File: src/rtl/memory_transfer_controller_pkg.sv
// rtl/memory_transfer_controller_pkg.sv - shared encodings for the memory transfer controller and its datapath bench
package memory_transfer_controller_pkg;

    typedef enum logic [1:0] {
        OP_FETCH   = 2'b00,
        OP_LOAD    = 2'b01,
        OP_STORE   = 2'b10,
        OP_ILLEGAL = 2'b11
    } op_t;

    typedef enum logic [1:0] {
        DR_CLEAR      = 2'b00,
        DR_LOAD_BYTE  = 2'b01,
        DR_SHIFT_LOAD = 2'b10
    } dr_fun_t;

    typedef enum logic [1:0] {
        ARF_HOLD = 2'b00,
        ARF_INC  = 2'b01
    } arf_fun_t;

    typedef enum logic [1:0] {
        ADDR_PC = 2'b00,
        ADDR_SP = 2'b01,
        ADDR_AR = 2'b10
    } addr_sel_t;

    typedef enum logic [1:0] {
        ST_IDLE = 2'b00,
        ST_XFER = 2'b01,
        ST_DONE = 2'b10
    } state_t;

    localparam logic [2:0] REG_NONE = 3'b000;
    localparam logic [2:0] REG_PC   = 3'b100;
    localparam logic [2:0] REG_AR   = 3'b010;
    localparam logic [2:0] REG_SP   = 3'b001;

    typedef struct packed {
        logic       mem_cs;
        logic       mem_wr;
        logic       ir_write;
        logic       ir_lh;
        logic       dr_e;
        logic [1:0] dr_fun_sel;
        logic [1:0] muxc_sel;
        logic [1:0] arf_outd_sel;
        logic [2:0] arf_reg_sel;
        logic [1:0] arf_fun_sel;
    } ctrl_t;

    localparam ctrl_t CTRL_IDLE = '{mem_cs: 1'b1, default: '0};

    // Control word for one memory byte of a transfer; the address register
    // always post-increments so consecutive bytes walk upward in memory.
    function automatic ctrl_t xfer_ctrl(input op_t op, input logic [1:0] len, input logic [1:0] idx);
        ctrl_t c;
        c = CTRL_IDLE;
        c.mem_cs      = 1'b0;
        c.arf_fun_sel = ARF_INC;
        case (op)
            OP_FETCH: begin
                c.arf_outd_sel = ADDR_PC;
                c.ir_write     = 1'b1;
                c.ir_lh        = idx[0];
                c.arf_reg_sel  = REG_PC;
            end
            OP_LOAD: begin
                c.arf_outd_sel = ADDR_AR;
                c.dr_e         = 1'b1;
                c.dr_fun_sel   = (idx == 2'd0) ? DR_LOAD_BYTE : DR_SHIFT_LOAD;
                c.arf_reg_sel  = REG_AR;
            end
            OP_STORE: begin
                c.mem_wr       = 1'b1;
                c.arf_outd_sel = ADDR_AR;
                c.muxc_sel     = len - idx;
                c.arf_reg_sel  = REG_AR;
            end
            default: c = CTRL_IDLE;
        endcase
        return c;
    endfunction

endpackage

File: src/rtl/memory_transfer_controller.sv
// rtl/memory_transfer_controller.sv - byte-serial fetch/load/store sequencer with registered control outputs
module memory_transfer_controller
    import memory_transfer_controller_pkg::*;
(
    input  logic       clk,
    input  logic       rst_n,
    input  logic       start,
    input  logic [1:0] op,
    input  logic [1:0] len,
    output logic       busy,
    output logic       done,
    output logic       error,
    output logic       mem_cs,
    output logic       mem_wr,
    output logic       ir_write,
    output logic       ir_lh,
    output logic       dr_e,
    output logic [1:0] dr_fun_sel,
    output logic [1:0] muxc_sel,
    output logic [1:0] arf_outd_sel,
    output logic [2:0] arf_reg_sel,
    output logic [1:0] arf_fun_sel
);

    state_t     state;
    op_t        op_q;
    logic [1:0] len_q;
    logic [1:0] idx;
    logic [2:0] cnt;
    ctrl_t      ctrl;
    op_t        op_in;

    assign op_in = op_t'(op);

    // Controls are computed one cycle ahead and registered, so the outputs
    // never depend combinationally on start/op/len.
    always_ff @(posedge clk or negedge rst_n) begin
        if (!rst_n) begin
            state <= ST_IDLE;
            op_q  <= OP_FETCH;
            len_q <= 2'd0;
            idx   <= 2'd0;
            cnt   <= 3'd0;
            ctrl  <= CTRL_IDLE;
            busy  <= 1'b0;
            done  <= 1'b0;
            error <= 1'b0;
        end else begin
            case (state)
                ST_IDLE: begin
                    if (start) begin
                        busy <= 1'b1;
                        idx  <= 2'd0;
                        if (op_in == OP_ILLEGAL) begin
                            state <= ST_DONE;
                            done  <= 1'b1;
                            error <= 1'b1;
                        end else begin
                            state <= ST_XFER;
                            op_q  <= op_in;
                            len_q <= len;
                            cnt   <= (op_in == OP_FETCH) ? 3'd2 : ({1'b0, len} + 3'd1);
                            ctrl  <= xfer_ctrl(op_in, len, 2'd0);
                        end
                    end
                end
                ST_XFER: begin
                    if ({1'b0, idx} == cnt - 3'd1) begin
                        state <= ST_DONE;
                        ctrl  <= CTRL_IDLE;
                        done  <= 1'b1;
                    end else begin
                        idx  <= idx + 2'd1;
                        ctrl <= xfer_ctrl(op_q, len_q, idx + 2'd1);
                    end
                end
                ST_DONE: begin
                    state <= ST_IDLE;
                    busy  <= 1'b0;
                    done  <= 1'b0;
                    error <= 1'b0;
                end
                default: begin
                    state <= ST_IDLE;
                    ctrl  <= CTRL_IDLE;
                    busy  <= 1'b0;
                    done  <= 1'b0;
                    error <= 1'b0;
                end
            endcase
        end
    end

    assign mem_cs       = ctrl.mem_cs;
    assign mem_wr       = ctrl.mem_wr;
    assign ir_write     = ctrl.ir_write;
    assign ir_lh        = ctrl.ir_lh;
    assign dr_e         = ctrl.dr_e;
    assign dr_fun_sel   = ctrl.dr_fun_sel;
    assign muxc_sel     = ctrl.muxc_sel;
    assign arf_outd_sel = ctrl.arf_outd_sel;
    assign arf_reg_sel  = ctrl.arf_reg_sel;
    assign arf_fun_sel  = ctrl.arf_fun_sel;

endmodule

File: config.mk
export PLATFORM = sky130hd
export DESIGN_NAME = memory_transfer_controller
export DESIGN_NICKNAME = d
export VERILOG_FILES = /design/src/rtl/memory_transfer_controller_pkg.sv /design/src/rtl/memory_transfer_controller.sv
export SDC_FILE = /design/constraint.sdc
export NUM_CORES = 1
export LEC_CHECK = 0
export BUFFER_PORTS_ARGS = -buffer_cell sky130_fd_sc_hd__buf_2
export CAP_MARGIN = 20
export CELL_PAD_IN_SITES_DETAIL_PLACEMENT = 0
export CELL_PAD_IN_SITES_GLOBAL_PLACEMENT = 1
export CORE_MARGIN = 2
export CORE_UTILIZATION = 38
export CTS_CLUSTER_DIAMETER = 150
export DETAILED_ROUTE_END_ITERATION = 16
export HOLD_SLACK_MARGIN = 0.12
export PLACE_DENSITY = 0.8
export SLEW_MARGIN = 25
export SYNTH_ARGS = -nofsm -noshare
export SYNTH_HDL_FRONTEND = slang
export SYNTH_SLANG_ARGS = --single-unit
File: constraint.sdc
create_clock -name clk -period 1.7 [get_ports clk]
set_clock_uncertainty 0.1 [all_clocks]
set_input_delay 0.34 -clock clk [delete_from_list [all_inputs] [get_ports clk]]
set_output_delay 0.34 -clock clk [all_outputs]
set_load 0.02 [all_outputs]
## Word-level counts from Yosys, hierarchy flattened

Index checks and enable logic that the tools add are counted.

- Add/subtract/negate cells: 4
- Equal/unequal tests: 13
- Mux-type cells: 34
- Bitwise logic cells: 3
- Reduce and logical (&&, ||, !) cells: 16

Operators with widths:

| kind | number |
|---|---|
| $mux 16 | 3 |
| $pmux 16 s3 | 1 |
| $mux 2 | 10 |
| $pmux 5 s2 | 2 |
| $reduce_and 3->1 | 5 |
| $mux 1 | 10 |
| $ne 2x2->1 const B | 5 |
| $mux 3 | 3 |
| $eq 2x2->1 const B | 4 |
| $logic_not 2->1 | 4 |
| $pmux 2 s2 | 2 |
| $eq 2x1->1 const B | 3 |
| $pmux 1 s2 | 3 |
| $reduce_or 3->1 | 2 |
| $reduce_and 2->1 | 2 |
| $reduce_or 2->1 | 2 |
| $add 2x1->3 const B | 1 |
| $eq 2x3->1 | 1 |
| $not 1->1 | 3 |
| $sub 3x1->3 const B | 1 |
| $add 2x1->2 const B | 1 |
| $reduce_bool 2->1 | 1 |
| $sub 2x2->2 | 1 |

- Flip-flop bits (word level): 30
- Bits of input ports: 7
- Output and inout bits: 19
- Logic and storage cells: 88

## Logic depth before layout (Yosys ltp)

Gate-level depths: netlist (run 1).

- Depth after elaboration: 6
- Gate-level depth with buffers: 6
- Depth with buffers taken out: 5

## Worst setup path before layout (run 1)

OpenSTA, ideal clock, no wires.

- Path kind: register to register
- Start point: reg cnt[0]
- End point: reg ctrl (netlist bit arf_fun_sel[0])
- Library setup time: 0.083 ns
- Arrival: 1.501 ns
- Required time: 1.517 ns
- Path slack: 0.015 ns
- Stages on the path, launching flop included: 7
- Buffers on the path: 1
- Period minus slack after synthesis: 1.685 ns
- Cells stage by stage: dfrtp_1 > inv_1 > ha_1 > xor2_1 > a31o_2 > buf_2 > o22ai_1

- Word-level cells in the longest chain between the ends: 4

Ends and longest elaborated chain:

| item | RTL line | source |
|---|---|---|
| from (decl) | memory_transfer_controller.sv:29 | `logic [2:0] cnt;` |
| from (signal assigned) | memory_transfer_controller.sv:62 | `cnt <= (op_in == OP_FETCH) ? 3'd2 : ({1'b0, len} + 3'd1);` |
| $sub 3x1->3 | memory_transfer_controller.sv:68 | `if ({1'b0, idx} == cnt - 3'd1) begin` |
| $eq 2x3->1 | memory_transfer_controller.sv:68 |  |
| $mux 16 | memory_transfer_controller.sv:68 |  |
| $pmux 16 s3 | memory_transfer_controller.sv:49 | `case (state)` |
| to (signal assigned) | memory_transfer_controller.sv:63 | `ctrl <= xfer_ctrl(op_in, len, 2'd0);` |
| to (signal assigned) | memory_transfer_controller.sv:74 | `ctrl <= xfer_ctrl(op_q, len_q, idx + 2'd1);` |
| to (decl) | memory_transfer_controller.sv:30 | `ctrl_t ctrl;` |

Every way passes these cells.
A chain may end at the register's enable or synchronous reset.

## Final worst setup path (run 1)

- Start point: reg cnt[0]
- End point: reg ctrl (netlist bit muxc_sel[1])

Same word-level chain as after synthesis.

==> impl_metrics.yaml, run 1 <==
worst_setup_path:
  r2r-end: "muxc_sel[1]$_DFFE_PN0P_"
  path_max_fanout: 8
  r2r_start: "cnt[0]$_DFFE_PN0P_"
  cp.arrival_ns: 1.69
  r2r_cells: 5
  path_buf_inv: 1
  cp.required_ns: 1.77
  crit_path_max_incr_delay_ns: 0.39
  crit_path_start_kind: "flip-flop"
  crit_family: "compound AO/OA/AOI/OAI gates"
  endpoint_kind: "flip-flop"
  cp_slowest_cell: "dfrtp_1"
  critical_path_class: "flip-flop to flip-flop"
  path_cells: "inv_2 -> ha_4 -> xor2_1 -> a31o_4 -> o32ai_1"
  regToRegSetupSlack_ns: 0.08
clock_network:
  cts-root-buf: "clkbuf_8"
  clk_latency_ns: 0.27
  clk_pin_slew_ns: 0.08
  cts-htree-levels: 1
  clk_path_buf_depth: 2
  cts.sinks: 25
  cts_made_buffers: 3
  cts_tree: "built"
sta:
  max_slew_margin_pct: 62.1
  finalSetupViolCount: 0
  hold_viol: 0
  slew_viol_final: 0
  max_freq_mhz: 616
  period_needed_ns: 1.62
  fin_setup_tns_ns: 0
  fin_crit_sh_pct: 95.4
  hold_slack_ns: 0.244
  rsz0062_at_grt: "false"
  tightestPinTransition_ns: 0.568
global_route:
  busiest_layer: "met2"
  gr-usage-met1_pct: 18.6
  grt_usage_pct: 15.2
  grt_max_degree: 26
  grt_pass1_vias: 1087
  met2_usage_pct: 27.6
  met3_usage_pct: 2.57
  antenna_found_initial: 0
  grt_overflow: 0
  grt_first_pass_wirelength_mm: 4.98
logic_synthesis:
  synth_area_leader_cell: "dfrtp_1"
  synth_top_area_share_pct: 42.0
  synthFlopType: "dfrtp_1"
  synth_area_leaders: "dfrtp_1 (42%), ha_1 (11%), mux2i_1 (6.3%)"
  async_reset_ff_share_pct: 100
  synthMostInstantiatedCell: "dfrtp_1"
  synth-seq-cells: 25
  yosys-top-cells-count: "dfrtp_1 (24), ha_1 (13), nand2_1 (13)"
  synth_edf_count: 0
  postSynthAreaPerCell_um2: 10.3
  synth_cell_types: 33
  ys_seq_area_share_pct: 43.8
  netlist_instances: 139
  syn-cell-area_mm2: 0.00143
  yosysWarnings: 0
detailed_routing:
  drt_wl_total_mm: 2.90
  drc_errors: 0
  via_per_inst: 5.07
  drtAntennaViolNets: 0
  drt-initial-drc-count: 18
  dr.pass1.iters: 4
  route.vias.total: 1096
  wire_per_inst_um: 13.4
pwr:
  pwr-share-clk_pct: 10.5
  powerDensity_mw_per_mm2: 1940
  totalPowerFinal_mw: 3.33
  power.switching_mw: 1.44
  p_leak_nw: 0.845
  max-vdd-ir-drop_mv: 0.926
  p_sw_share_pct: 43.4
  pwr-share-seq_pct: 32.9
  p_int_mw: 1.88
  pwr-share-comb_pct: 56.7
min_path:
  min_to: "len_q[0]$_DFFE_PN0P_"
  whs_path_depth: 3
  hold_start: "len[0]"
  hold_path.class: "primary input to flip-flop"
finish:
  fillers: 363
  finalNetCount: 189
  multi_input_area_um2: 728
  regArea_um2: 627
  drive_above_1_share_pct: 27.4
  areaGrowthSynthToFinish_pct: 19.9
  n_antenna_cell: 0
floorplanning:
  dieArea_mm2: 0.00427
  die_w_um: 65.4
  start_util_pct: 39.4
  die_h_um: 65.4
  core_area_mm2: 0.00363
  rows: 22
  io_pins: 26
place:
  dp_hpwl_mm: 2.26
  io_buffers: 22
  globalplace.congestion: 0.827
run_status:
  status: "finished, final reports clean"
job:
  maxCapViolCount: 0
-- sequential cells by signal, indices dropped and copies added, names as in the netlist, 2 cells and up --
| signal | count |
|---|---|
| idx | 2 |
| cnt | 3 |
| dr_fun_sel | 2 |
| state | 2 |
| muxc_sel | 2 |
| op_q | 2 |
| len_q | 2 |
-- worst min-delay path, cell delays in order --
cell and delay, ns:
buf_2 0.11, nand2_1 0.05, o21ai_0 0.07
-- how the worst max path moves through the flow --
stage,start,endpoint,slack (ns),cells past startpoint
2_1_floorplan,cnt[0]$_DFFE_PN0P_,arf_fun_sel[0]$_DFFE_PN0P_,0.02,6
3_3_place_gp,op[0],len_q[1]$_DFFE_PN0P_,-0.03,4
3_5_place_dp,cnt[0]$_DFFE_PN0P_,idx[0]$_DFFE_PN0P_,-0.07,5
4_1_cts,cnt[0]$_DFFE_PN0P_,mem_wr$_DFFE_PN0P_,0.03,6
5_1_grt,cnt[0]$_DFFE_PN0P_,mem_wr$_DFFE_PN0P_,0.002,6
6_report,cnt[0]$_DFFE_PN0P_,muxc_sel[1]$_DFFE_PN0P_,0.08,5
-- logic make-up (layout without fill, tap and decap cells) --
group,after synthesis,count (layout),synth area share [%]
compound gates,26,26,12.1
xor+xnor,8,8,4.89
fa+ha+maj,13,13,11.4
buf+inv,24,51,8.13
flops,25,25,43.8
mux,10,10,7.08
other cells,1,3,0.262
simple gates,32,32,12.4
-- timing repair --
item                                   in CTS  in global routing
setup endpoints to repair                   8                 11
endpoints found under the hold margin      24                  0
hold buffers                                1                  0
pin swaps                                   1                  0
setup buffers                               0                  0
gates resized for setup                     2                  3
-- layout by cell type, fill, tap and decap left out, types with 2 or more instances in the layout --
master	instances
o22ai_1	6
clkbuf_8	3
dfrtp_1	24
xnor2_1	4
xor2_1	4
buf_2	22
buf_4	12
o21ai_0	7
conb_1	3
nand2_1	13
a21oi_1	2
nand3b_1	3
or4_1	2
inv_1	11
o2bb2ai_1	2
nor2_1	6
and2_1	2
ha_1	12
mux2i_1	9
nand3_1	2
o21bai_1	2
-- metal layers --
layer | part of all wire, % | vias to the layer above
li1 | - | 523
met3 | 3.5 | 4
met5 | 0 | -
met2 | 51 | 28
met4 | 0.62 | 0
met1 | 44 | 541
-- area by class of cell --
cell class                      instances  area share, %
Tap cell                               48           3.50
Clock inverter                          1          0.292
Sequential cell                        25           36.5
Inverter                               12           2.62
Clock buffer                            3           2.41
Timing Repair Buffer                   35           12.2
Multi-Input combinational cell         92           42.4
-- power by group through the flow --
stage                     clock network [mW]  registers (mW)  logic [mW]
after floorplan                            0            1.17        1.17
after global placement                     0            1.09        1.73
after detailed placement                   0            1.10        1.77
after CTS                              0.364            1.09        1.84
after global routing                   0.394            1.13        2.10
final                                  0.348            1.09        1.88
-- stage by stage --
| stage | cells | setup WS [ns] | util (%) | area, µm² |
|---|---|---|---|---|
| after floorplan | 141 | 0.0155 | - | 1440 |
| after global placement | 211 | -0.0342 | 44.9 | 1630 |
| after detailed placement | 211 | -0.0659 | 44.9 | 1630 |
| after CTS | 216 | 0.0308 | 46.8 | 1700 |
| after global routing | 216 | 0.00166 | 47.2 | 1720 |
| final | 216 | 0.0777 | 47.2 | 1720 |
No activity file was read; power rests on OpenSTA's default activity.
==> inputs of run 2 (changes only) <==
--- a/config.mk
+++ b/config.mk
@@ -9,13 +9,12 @@
 export CAP_MARGIN = 20
 export CELL_PAD_IN_SITES_DETAIL_PLACEMENT = 0
 export CELL_PAD_IN_SITES_GLOBAL_PLACEMENT = 1
-export CORE_MARGIN = 2
 export CORE_UTILIZATION = 38
 export CTS_CLUSTER_DIAMETER = 150
 export DETAILED_ROUTE_END_ITERATION = 16
 export HOLD_SLACK_MARGIN = 0.12
 export PLACE_DENSITY = 0.8
-export SLEW_MARGIN = 25
+export SLEW_MARGIN = 20
 export SYNTH_ARGS = -nofsm -noshare
 export SYNTH_HDL_FRONTEND = slang
 export SYNTH_SLANG_ARGS = --single-unit
==> run 2 against run 1 <==
Against the previous run: register-to-register slack got worse by 0.05 ns; wire length rose by 3.8%; fmax fell by 2.9%; design area rose by 0.29%; sequential cell count did not move; critical path type unchanged; critical path depth did not move; setup slack got worse by 0.048 ns; first-iteration DRC count rose to 3.3 times the previous value; non-clock buffer count fell by 3.
==> impl_metrics.yaml, run 2 (synthesized netlist as in run 1, its figures left out) <==
clock_network:
  clk_pin_slew_ns: 0.10
  clk_latency_ns: 0.27
  cts_setup_buffers: 0
  clk_path_buf_depth: 2
  cts.sinks: 25
  cts_made_buffers: 3
  cts-root-buf: "clkbuf_8"
  cts_tree: "built"
  cts-htree-levels: 1
worst_setup_path:
  crit_family: "compound AO/OA/AOI/OAI gates"
  cp.arrival_ns: 1.75
  path_cells: "inv_2 -> ha_4 -> xor2_2 -> a31o_4 -> o32ai_2"
  endpoint_kind: "flip-flop"
  crit_path_max_incr_delay_ns: 0.40
  cp.required_ns: 1.78
  cp_slowest_cell: "dfrtp_1"
  path_max_fanout: 6
  path_buf_inv: 1
  critical_path_class: "flip-flop to flip-flop"
  crit_path_start_kind: "flip-flop"
global_route:
  antenna_found_initial: 0
  grt_first_pass_wirelength_mm: 5.02
  grt_overflow: 0
  grt_pass1_vias: 1060
  grt_usage_pct: 15.9
  grt_max_degree: 26
finish:
  largest_reg_flops: 3
  finalNetCount: 186
  final_cells: 211
  largest-register: "cnt"
  finalInstanceArea_mm2: 0.00172
  n_antenna_cell: 0
  layout_common_cells: "dfrtp_1 (24), buf_2 (22), nand2_1 (13)"
  final_common_cell: "dfrtp_1"
  areaGrowthSynthToFinish_pct: 20.3
  drive_above_1_share_pct: 27.3
place:
  dp_cells: 206
  placed_cell_area_mm2: 0.00162
  globalplace.congestion: 0.904
  dp_hpwl_mm: 2.22
  dp_slack_ns: -0.0663
  io_buffers: 22
min_path:
  hold_path.class: "primary input to flip-flop"
sta:
  hold_viol: 0
  tightestPinTransition_ns: 0.554
  max_slew_margin_pct: 63.1
  fin_crit_sh_pct: 98.3
  fin_setup_tns_ns: 0
  slew_viol_final: 0
  period_needed_ns: 1.67
  fin_ws_ns: 0.0293
  finalSetupViolCount: 0
  max_freq_mhz: 599
job:
  maxCapViolCount: 0
floorplanning:
  core_area_mm2: 0.00347
  start_util_pct: 41.3
  io_pins: 26
  rows: 21
  dieArea_mm2: 0.00402
  die_h_um: 63.4
  die_w_um: 63.4
detailed_routing:
  dr.pass1.iters: 4
  wire_per_inst_um: 14.3
  drtAntennaViolNets: 0
  drt-initial-drc-count: 60
  drt_wl_total_mm: 3.01
  drc_errors: 0
  via_per_inst: 4.99
  route.vias.total: 1053
pwr:
  powerDensity_mw_per_mm2: 2010
  p_leak_nw: 0.832
  totalPowerFinal_mw: 3.45
  max-vdd-ir-drop_mv: 0.863
run_status:
  status: "finished, final reports clean"
-- run 2: cell count changes in the layout (fill, tap and decap cells not counted) --
cell	previous run	this run
xor2_2	0	1
o32ai_2	0	1
clkinvlp_4	0	1
clkinv_2	1	0
o32ai_1	1	0
buf_12	0	1
buf_4	12	8
xor2_1	4	3
-- run 2: per-stage QoR --
step                util (%)  hold slack [ns]
floorplan                  -          -0.0556
global placement        46.7            0.257
detailed placement      46.7            0.263
CTS                     48.4            0.235
global route            49.6            0.257
finish                  49.6            0.226
-- run 2: path summary, 6_finish.rpt --
| check | depth (start not counted) | slack, ns | endpoint | startpoint |
|---|---|---|---|---|
| min in group asynchronous | 2 | 0.47 | arf_reg_sel[1]$_DFFE_PN0P_ | rst_n |
| min | 3 | 0.23 | len_q[0]$_DFFE_PN0P_ | len[0] |
| max in group asynchronous | 2 | 0.65 | mem_cs$_DFFE_PN1P_ | rst_n |
| max reg2reg | 5 | 0.03 | muxc_sel[1]$_DFFE_PN0P_ | cnt[0]$_DFFE_PN0P_ |
| min reg2reg | 2 | 0.40 | error$_DFFE_PN0P_ | error$_DFFE_PN0P_ |
| max | 5 | 0.03 | muxc_sel[1]$_DFFE_PN0P_ | cnt[0]$_DFFE_PN0P_ |
-- run 2: per-layer routing --
metal,vias to the layer above,part of all wire [%],track usage [%]
met3,4,4.4,2.90
met1,511,47,21.6
met4,0,0.70,3.98
li1,514,-,-
met5,-,0,0
met2,24,48,25.8
-- run 2: where the power goes --
| group | total [mW] | switching, mW | internal [mW] |
|---|---|---|---|
| Sequential | 1.09 | 0.223 | 0.863 |
| Combinational | 1.99 | 1.09 | 0.902 |
| Clock | 0.372 | 0.206 | 0.166 |
| Total | 3.45 | 1.52 | 1.93 |
-- run 2: worst reg2reg max path: stages (launching register included) --
cell and delay [ns]:
dfrtp_1 0.40, inv_2 0.09, ha_4 0.21, xor2_2 0.18, a31o_4 0.30, o32ai_2 0.30
-- run 2: what timing repair did --
action | 4_1_cts | 5_1_grt
endpoints found under the hold margin | 24 | 0
hold buffers | 1 | 0
resized for setup | 0 | 7
pin swaps | 1 | 1
setup endpoints to repair | 6 | 12
-- run 2: area by class of cell --
class,instances,area (µm²)
clock inverters,1,7.51
flip-flops and latches,25,627
fillers,337,1750
repair buffers,32,200
multi-input cells,92,743
clock buffers,3,41.3
well taps,46,57.6
inverters,12,45.0
